`config.mk`:
```
export PLATFORM = sky130hd
export DESIGN_NAME = nvme_cpl_tracker
export DESIGN_NICKNAME = d
export VERILOG_FILES = /design/src/rtl/nvme_cpl_tracker.sv
export SDC_FILE = /design/constraint.sdc
export NUM_CORES = 2
export LEC_CHECK = 0
export ABC_AREA = 1
export CAP_MARGIN = 20
export CORE_ASPECT_RATIO = 0.9
export CORE_MARGIN = 5
export CORE_UTILIZATION = 45
export CTS_CLUSTER_DIAMETER = 120
export DETAILED_ROUTE_END_ITERATION = 6
export PLACE_DENSITY = 0.63
export SLEW_MARGIN = 10
export SYNTH_ARGS = -nofsm -noshare
export SYNTH_HDL_FRONTEND = slang
export SYNTH_SLANG_ARGS = --single-unit
```
`constraint.sdc`:
```
create_clock -name axi_aclk -period 4.49 [get_ports axi_aclk]
set_input_delay 0.898 -clock axi_aclk [delete_from_list [all_inputs] [get_ports axi_aclk]]
set_output_delay 0.898 -clock axi_aclk [all_outputs]
set_load 0.05 [all_outputs]
```
`src/rtl/nvme_cpl_tracker.sv`:
```
// In-order NVMe I/O completion tracker.
// Completions are recorded per action by {action_id, req_id} and are handed back to the
// consumer strictly in req_id order. The tracker also counts outstanding commands, runs
// a per-action watchdog and captures the first error.
//
// Ports:
//   axi_aclk, axi_aresetn        clock, asynchronous active-low reset
//   init_done_o                  store cleared, block operational
//   cpl_*_i                      completion strobe, admin flag, action, req_id, status, raw entry
//   issue_valid_i/action_id_i    command issued; issue_full_o flags a full action
//   pop_req_i/pop_action_id_i    consume head; pop_done_o/pop_valid_o/pop_data_o one cycle later
//   track_status_o               head entry of each action is complete
//   overflow_o                   sticky: completion landed on an already-valid slot
//   err_clear_i                  clears error capture, error count and timeouts
//   err_valid_o/err_data_o       first-error capture
//   err_count_o                  saturating count of completions with non-zero status
//   timeout_vec_o                sticky per-action watchdog expiry
module nvme_cpl_tracker #(
    parameter int unsigned NUM_ACTIONS   = 16,
    parameter int unsigned TRACK_DEPTH   = 16,
    parameter int unsigned REQ_ID_BITS   = 8,
    parameter int unsigned INFO_BITS     = 2,
    parameter int unsigned TICK_SHIFT    = 10,
    parameter int unsigned TIMEOUT_TICKS = 1024,
    localparam int unsigned AID_BITS     = $clog2(NUM_ACTIONS)
) (
    input  logic                   axi_aclk,
    input  logic                   axi_aresetn,
    output logic                   init_done_o,
    input  logic                   cpl_valid_i,
    input  logic                   cpl_admin_i,
    input  logic [AID_BITS-1:0]    cpl_action_id_i,
    input  logic [REQ_ID_BITS-1:0] cpl_req_id_i,
    input  logic [14:0]            cpl_status_i,
    input  logic [127:0]           cpl_data_i,
    input  logic                   issue_valid_i,
    input  logic [AID_BITS-1:0]    issue_action_id_i,
    output logic [NUM_ACTIONS-1:0] issue_full_o,
    input  logic                   pop_req_i,
    input  logic [AID_BITS-1:0]    pop_action_id_i,
    output logic                   pop_done_o,
    output logic                   pop_valid_o,
    output logic [INFO_BITS-1:0]   pop_data_o,
    output logic [NUM_ACTIONS-1:0] track_status_o,
    output logic                   overflow_o,
    input  logic                   err_clear_i,
    output logic                   err_valid_o,
    output logic [127:0]           err_data_o,
    output logic [15:0]            err_count_o,
    output logic [NUM_ACTIONS-1:0] timeout_vec_o
);

    localparam int unsigned SLOT_BITS = $clog2(TRACK_DEPTH);
    localparam int unsigned IDX_BITS  = AID_BITS + SLOT_BITS;
    localparam int unsigned ENTRIES   = NUM_ACTIONS * TRACK_DEPTH;
    localparam int unsigned OUT_BITS  = SLOT_BITS + 1;
    localparam logic [OUT_BITS-1:0] OutFull    = OUT_BITS'(TRACK_DEPTH);
    localparam logic [15:0]         TimeoutVal = 16'(TIMEOUT_TICKS);

    typedef enum logic [0:0] {StInit, StRun} state_e;

    state_e state_q, state_d;
    logic [IDX_BITS-1:0] init_idx_q, init_idx_d;
    logic run;

    // Memory-like store: no reset, cleared by the init sweep instead.
    logic [INFO_BITS-1:0] store_q [ENTRIES];

    logic [NUM_ACTIONS-1:0][SLOT_BITS-1:0] head_q, head_d;
    logic [NUM_ACTIONS-1:0][OUT_BITS-1:0]  outst_q, outst_d;
    logic [NUM_ACTIONS-1:0][15:0]          timer_q, timer_d;
    logic [NUM_ACTIONS-1:0]                ts_q, ts_d;
    logic [NUM_ACTIONS-1:0]                tov_q, tov_d;
    logic [TICK_SHIFT-1:0]                 tick_cnt_q;
    logic                                  tick;

    logic                 pop_done_q, pop_valid_q, overflow_q;
    logic [INFO_BITS-1:0] pop_data_q;
    logic                 err_valid_q, err_valid_d;
    logic [127:0]         err_data_q, err_data_d;
    logic [15:0]          err_count_q, err_count_d;

    logic [SLOT_BITS-1:0] cpl_slot;
    logic [INFO_BITS-1:0] cpl_entry, cpl_old, pop_entry;
    logic                 cpl_track, cpl_err, pop_ok;
    logic [NUM_ACTIONS-1:0] pop_hit, iss_hit, cpl_hit;
    logic unused_req_bits;

    assign unused_req_bits = ^cpl_req_id_i[REQ_ID_BITS-1:SLOT_BITS];

    assign run       = (state_q == StRun);
    assign cpl_slot  = cpl_req_id_i[SLOT_BITS-1:0];
    assign cpl_track = run && cpl_valid_i && !cpl_admin_i;
    assign cpl_err   = run && cpl_valid_i && (cpl_status_i != '0);
    assign cpl_old   = store_q[{cpl_action_id_i, cpl_slot}];
    assign pop_entry = store_q[{pop_action_id_i, head_q[pop_action_id_i]}];
    assign pop_ok    = run && pop_req_i && pop_entry[0];
    assign tick      = run && (&tick_cnt_q);

    assign pop_hit = pop_ok ? (NUM_ACTIONS'(1) << pop_action_id_i) : '0;
    assign cpl_hit = cpl_track ? (NUM_ACTIONS'(1) << cpl_action_id_i) : '0;
    assign iss_hit = (run && issue_valid_i) ? (NUM_ACTIONS'(1) << issue_action_id_i) : '0;

    // Entry layout: [0] valid, [1] error, [INFO_BITS-1:2] status LSBs.
    always_comb begin
        cpl_entry    = '0;
        cpl_entry[0] = 1'b1;
        cpl_entry[1] = (cpl_status_i != '0);
        for (int i = 2; i < INFO_BITS; i++) begin
            cpl_entry[i] = cpl_status_i[i-2];
        end
    end

    // Init sweep FSM.
    always_comb begin
        state_d    = state_q;
        init_idx_d = init_idx_q;
        unique case (state_q)
            StInit: begin
                init_idx_d = init_idx_q + IDX_BITS'(1);
                if (init_idx_q == IDX_BITS'(ENTRIES - 1)) begin
                    state_d = StRun;
                end
            end
            StRun: ;
            default: state_d = StInit;
        endcase
    end

    // Per-action head, outstanding, track status and watchdog.
    always_comb begin
        head_d  = head_q;
        outst_d = outst_q;
        ts_d    = ts_q;
        timer_d = timer_q;
        tov_d   = tov_q;
        if (run && err_clear_i) begin
            tov_d = '0;
        end
        for (int a = 0; a < NUM_ACTIONS; a++) begin
            if (pop_hit[a]) begin
                head_d[a] = head_q[a] + SLOT_BITS'(1);
                // A completion landing on the new head this cycle counts immediately.
                ts_d[a] = store_q[{AID_BITS'(a), head_d[a]}][0] |
                          (cpl_hit[a] && (cpl_slot == head_d[a]));
            end else if (cpl_hit[a] && (cpl_slot == head_q[a])) begin
                ts_d[a] = 1'b1;
            end

            if (iss_hit[a] && pop_hit[a]) begin
                outst_d[a] = outst_q[a];
            end else if (iss_hit[a] && !issue_full_o[a]) begin
                outst_d[a] = outst_q[a] + OUT_BITS'(1);
            end else if (pop_hit[a] && (outst_q[a] != '0)) begin
                outst_d[a] = outst_q[a] - OUT_BITS'(1);
            end

            if ((outst_q[a] == '0) || pop_hit[a] || ts_q[a]) begin
                timer_d[a] = '0;
            end else if (tick && (timer_q[a] != TimeoutVal)) begin
                timer_d[a] = timer_q[a] + 16'd1;
                // Flag only on the expiring tick so err_clear removes it for good.
                if (timer_d[a] == TimeoutVal) begin
                    tov_d[a] = 1'b1;
                end
            end
        end
    end

    // Error capture: a clear in the same cycle is applied before the new error.
    always_comb begin
        err_valid_d = err_valid_q;
        err_data_d  = err_data_q;
        err_count_d = err_count_q;
        if (run && err_clear_i) begin
            err_valid_d = 1'b0;
            err_data_d  = '0;
            err_count_d = '0;
        end
        if (cpl_err) begin
            if (err_count_d != 16'hFFFF) begin
                err_count_d = err_count_d + 16'd1;
            end
            if (!err_valid_d) begin
                err_valid_d = 1'b1;
                err_data_d  = cpl_data_i;
            end
        end
    end

    always_ff @(posedge axi_aclk) begin
        if (!run) begin
            store_q[init_idx_q] <= '0;
        end else begin
            if (pop_ok) begin
                store_q[{pop_action_id_i, head_q[pop_action_id_i]}] <= '0;
            end
            if (cpl_track) begin
                store_q[{cpl_action_id_i, cpl_slot}] <= cpl_entry;
            end
        end
    end

    always_ff @(posedge axi_aclk or negedge axi_aresetn) begin
        if (!axi_aresetn) begin
            state_q     <= StInit;
            init_idx_q  <= '0;
            head_q      <= '0;
            outst_q     <= '0;
            timer_q     <= '0;
            ts_q        <= '0;
            tov_q       <= '0;
            tick_cnt_q  <= '0;
            pop_done_q  <= 1'b0;
            pop_valid_q <= 1'b0;
            pop_data_q  <= '0;
            overflow_q  <= 1'b0;
            err_valid_q <= 1'b0;
            err_data_q  <= '0;
            err_count_q <= '0;
        end else begin
            state_q     <= state_d;
            init_idx_q  <= init_idx_d;
            head_q      <= head_d;
            outst_q     <= outst_d;
            timer_q     <= timer_d;
            ts_q        <= ts_d;
            tov_q       <= tov_d;
            if (run) begin
                tick_cnt_q <= tick_cnt_q + TICK_SHIFT'(1);
            end
            pop_done_q  <= run && pop_req_i;
            pop_valid_q <= pop_ok;
            pop_data_q  <= pop_ok ? pop_entry : '0;
            if (cpl_track && cpl_old[0]) begin
                overflow_q <= 1'b1;
            end
            err_valid_q <= err_valid_d;
            err_data_q  <= err_data_d;
            err_count_q <= err_count_d;
        end
    end

    always_comb begin
        for (int a = 0; a < NUM_ACTIONS; a++) begin
            issue_full_o[a] = (outst_q[a] == OutFull);
        end
    end

    assign init_done_o    = run;
    assign pop_done_o     = pop_done_q;
    assign pop_valid_o    = pop_valid_q;
    assign pop_data_o     = pop_data_q;
    assign track_status_o = ts_q;
    assign overflow_o     = overflow_q;
    assign err_valid_o    = err_valid_q;
    assign err_data_o     = err_data_q;
    assign err_count_o    = err_count_q;
    assign timeout_vec_o  = tov_q;

endmodule
```
==> qor.csv <==
stage,metric,value,unit
status,outcome,finished with violations,
status,failing checks,design-rule violations,
setup_path,Critical Path Sink Type,flip-flop,
timing,Rel. slew slack,0.208,
timing,worst slew pin tran,1.19,ns
setup_path,crit path kind,input pin to flip-flop,
drt,1st-iter DRT viols,8410,
logic_synthesis,"EDFF count, synth",256,
pwr,internal power,17400,µW
floorplanning,overall die area,153000,µm²
timing,fin crit share,0.982,
setup_path,Worst R2R Start,head_q[13],
finish,Synth-to-Final Area Change,23.5,%
cts,total CTS buffers,130,
floorplanning,Initial Util,0.454,
cts,H-Tree Depth,4,
pwr,leak pwr,0.0366,µW
logic_synthesis,Netlist cell types,60,
placed_design,hpwl dp,182000,µm
finish,Util after Layout,0.561,
floorplanning,Die Height,372,µm
pwr,switching share of power,0.246,
global_routing,Total Routing Usage GR,0.318,
cts,Worst-path clk slew,0.06,ns
finish,"most common cell after layout, fill and taps aside",nand2_1,
job,maxcap violations,0,
drt,drt first pass iters,7,
floorplanning,core footprint,144000,µm²
pwr,Clk pwr share,0.477,
timing,Setup Skew,0.0393,ns
floorplanning,row count,132,
finish,most frequent cells in the layout,"nand2_1 (2356), inv_1 (1001), nand3_1 (891)",
pwr,Max VDD drop,0.395,mV
timing,RSZ-0062 raised after global routing,no,
setup_path,CP Launch Type,input pin,
logic_synthesis,Yosys warning count,0,
setup_path,Worst EP arrival,4.91,ns
logic_synthesis,ys flop type,dfrtp_1,
global_routing,largest net degree at the start of global routing,109,
floorplanning,Die W,412,µm
placed_design,port bufs,364,
pwr,switching power,5680,µW
logic_synthesis,Syn Inst Count,8840,
setup_path,CP max FO,22,
setup_path,CP max stage delay,0.30,ns
timing,Period minus WS final,4.41,ns
setup_path,worst endpoint required time,4.99,ns
finish,fill count,13400,
cts,worst-skew pair later-pin latency,0.79,ns
cts,Clock Sinks,1113,
pwr,Seq pwr share,0.446,
timing,Min Hold Slack,0.140,ns
setup_path,FF-to-FF path depth,27,
setup_path,r2r setup slk,0.23,ns
drt,ANT nets after route,0,
logic_synthesis,number of synthesized register bits,1113,
finish,layout cells sized above 1,0.101,
cts,clock buffer depth,3,
pwr,Gate power share,0.077,
timing,Setup Viol. Count Final,0,
pwr,Power Dens Cells,285,nW/µm²
drt,detailed-route via count,65500,
drt,vias per std cell,5.66,
drt,post-DR wirelength/cell,21.9,µm
timing,max-slew violations,0,
min_path,worst hold path type,input pin to async pin,
cts,CTS root buffer,clkbuf_16,
setup_path,end of the worst register-to-register path,store_q[226][1],
timing,endpoints failing hold,0,
logic_synthesis,post-synthesis average cell area,7.41,µm²
global_routing,global-route wire length before repair,372000,µm
floorplanning,Top Ports,369,
cts,CTS tree,done,
placed_design,Place WS,-1.06,ns
timing,fmax,227,MHz
logic_synthesis,"FFs w/ async S/R, synth",0.540,
finish,# nets final,9800,
global_routing,initial antenna violation count,10,
global_routing,grt total ovfl,0,
global_routing,vias in the first global route,60800,
logic_synthesis,sequential share of the synthesized area,0.425,
placed_design,GP Congestion,1.04,
setup_path,Most common cell on crit path,nand2_1,
drt,DRC,4,
setup_path,Critical Path Slowest Stage Cell,bufbuf_16,
logic_synthesis,"Net Count, Synth",9125,
drt,final wirelength,253000,µm
timing,Final WS setup,0.0808,ns
logic_synthesis,synthesized area,65500,µm²
==> metal layers <==
layer	global-route usage	share of wire
met5	0	0.00018
met4	0.148	0.052
met3	0.0871	0.12
met2	0.461	0.41
met1	0.442	0.41
==> registers in the layout (all words and copies together) (netlist names) <==
name / cells
store_q: 512
timer_q: 256
err_data_o: 128
outst_q: 80
head_q: 64
err_count_o: 16
timeout_vec_o: 16
track_status_o: 16
tick_cnt_q: 10
init_idx_q: 8
pop_data_o: 2
err_valid_o: 1
init_done_o: 1
overflow_o: 1
pop_done_o: 1
pop_valid_o: 1
==> timing repair <==
| action | CTS | global route |
|---|---|---|
| gates cloned | 7 | 6 |
| setup buffers | 10 | 11 |
| endpoints found under the setup margin | 481 | 816 |
| hold buffers | 0 | 0 |
| gates resized for setup | 43 | 58 |
| pin swaps | 9 | 16 |
==> synthesized netlist by cell type (8+ instances only) <==
| library cell | n | area share |
|---|---|---|
| and3_1 | 9 | 0.00086 |
| a22oi_1 | 63 | 0.0072 |
| dfrtp_1 | 601 | 0.23 |
| o22ai_1 | 21 | 0.0020 |
| a221oi_1 | 13 | 0.0017 |
| buf_2 | 88 | 0.0067 |
| ha_1 | 99 | 0.019 |
| o21ai_0 | 419 | 0.032 |
| inv_1 | 1001 | 0.057 |
| clkbuf_1 | 254 | 0.015 |
| fa_1 | 16 | 0.0049 |
| nand2_1 | 2379 | 0.14 |
| nand2_2 | 17 | 0.0016 |
| inv_2 | 8 | 0.00046 |
| edfxtp_1 | 256 | 0.12 |
| xor2_1 | 307 | 0.041 |
| o2111ai_1 | 14 | 0.0019 |
| a22o_1 | 13 | 0.0017 |
| o221ai_1 | 18 | 0.0024 |
| nor2_1 | 888 | 0.051 |
| o31ai_1 | 14 | 0.0016 |
| o21ai_1 | 17 | 0.0013 |
| nor2_4 | 34 | 0.0058 |
| nand3b_1 | 9 | 0.0010 |
| xnor2_1 | 105 | 0.014 |
| nand3_1 | 903 | 0.069 |
| o21ai_2 | 9 | 0.0012 |
| buf_4 | 46 | 0.0053 |
| or2_2 | 8 | 0.00076 |
| nor4_1 | 93 | 0.0089 |
| a21oi_1 | 226 | 0.017 |
| nor3_1 | 118 | 0.0090 |
| o211ai_1 | 106 | 0.012 |
| nand4_1 | 108 | 0.010 |
| a211oi_1 | 193 | 0.022 |
| dfxtp_1 | 256 | 0.078 |
| buf_1 | 37 | 0.0021 |
==> cell type report <==
type	count	area [µm²]	area share
well taps	1943	2430	0.0300
clock buffers	193	3810	0.0471
diodes	11	27.5	0.000340
multi-input cells	6282	32200	0.398
clock inverters	45	537	0.00663
repair buffers	973	10200	0.126
flip-flops and latches	1113	27900	0.344
inverters	1015	3840	0.0475
==> power by group through the flow <==
stage / logic (µW) / clock network, µW / registers [µW]
finish: 1780 / 11000 / 10300
global route: 1840 / 11600 / 10300
CTS: 1650 / 11100 / 10300
detailed placement: 1580 / 0 / 10500
global placement: 1570 / 0 / 10500
floorplan: 634 / 0 / 10500
==> kinds of logic (layout without fill, tap and decap cells) <==
| logic type | after synthesis | count (layout) | synth area share |
|---|---|---|---|
| flip-flops | 1113 | 1113 | 0.425 |
| XOR/XNOR | 412 | 412 | 0.0551 |
| adder cells (fa/ha/maj) | 115 | 115 | 0.0238 |
| buffers and inverters | 1447 | 2226 | 0.0880 |
| other | 0 | 11 | 0 |
| AND/OR/NAND/NOR | 4589 | 4591 | 0.298 |
| AO/OA/AOI/OAI | 1164 | 1164 | 0.110 |
==> stage by stage <==
step | cell area (µm²) | instances | setup TNS [ns] | power (µW)
floorplan | 65500 | 8840 | 0 | 11100
CTS | 80400 | 11500 | -0.223 | 23100
finish | 80900 | 11600 | 0 | 23100
detailed placement | 75500 | 11300 | -751.59 | 12100
global route | 80900 | 11600 | 0 | 23700
global placement | 75500 | 11300 | -758.02 | 12000
==> critical path: cells and delay by family <==
family / cells / cell delay (ns)
AND/OR/NAND/NOR: 23 / 2.29
buffers and inverters: 9 / 1.64
==> worst max-delay path by stage <==
stage	from	endpoint	cells after the start
6_report	pop_action_id_i[0]	store_q[226][1]	32
4_1_cts	pop_action_id_i[0]	store_q[226][1]	27
3_5_place_dp	pop_action_id_i[0]	store_q[80][1]	29
3_3_place_gp	pop_action_id_i[0]	store_q[80][1]	29
2_1_floorplan	pop_action_id_i[0]	store_q[167][1]	27
5_1_grt	pop_action_id_i[0]	store_q[99][0]	31
Note: power is estimated with default switching activity, not from simulation.
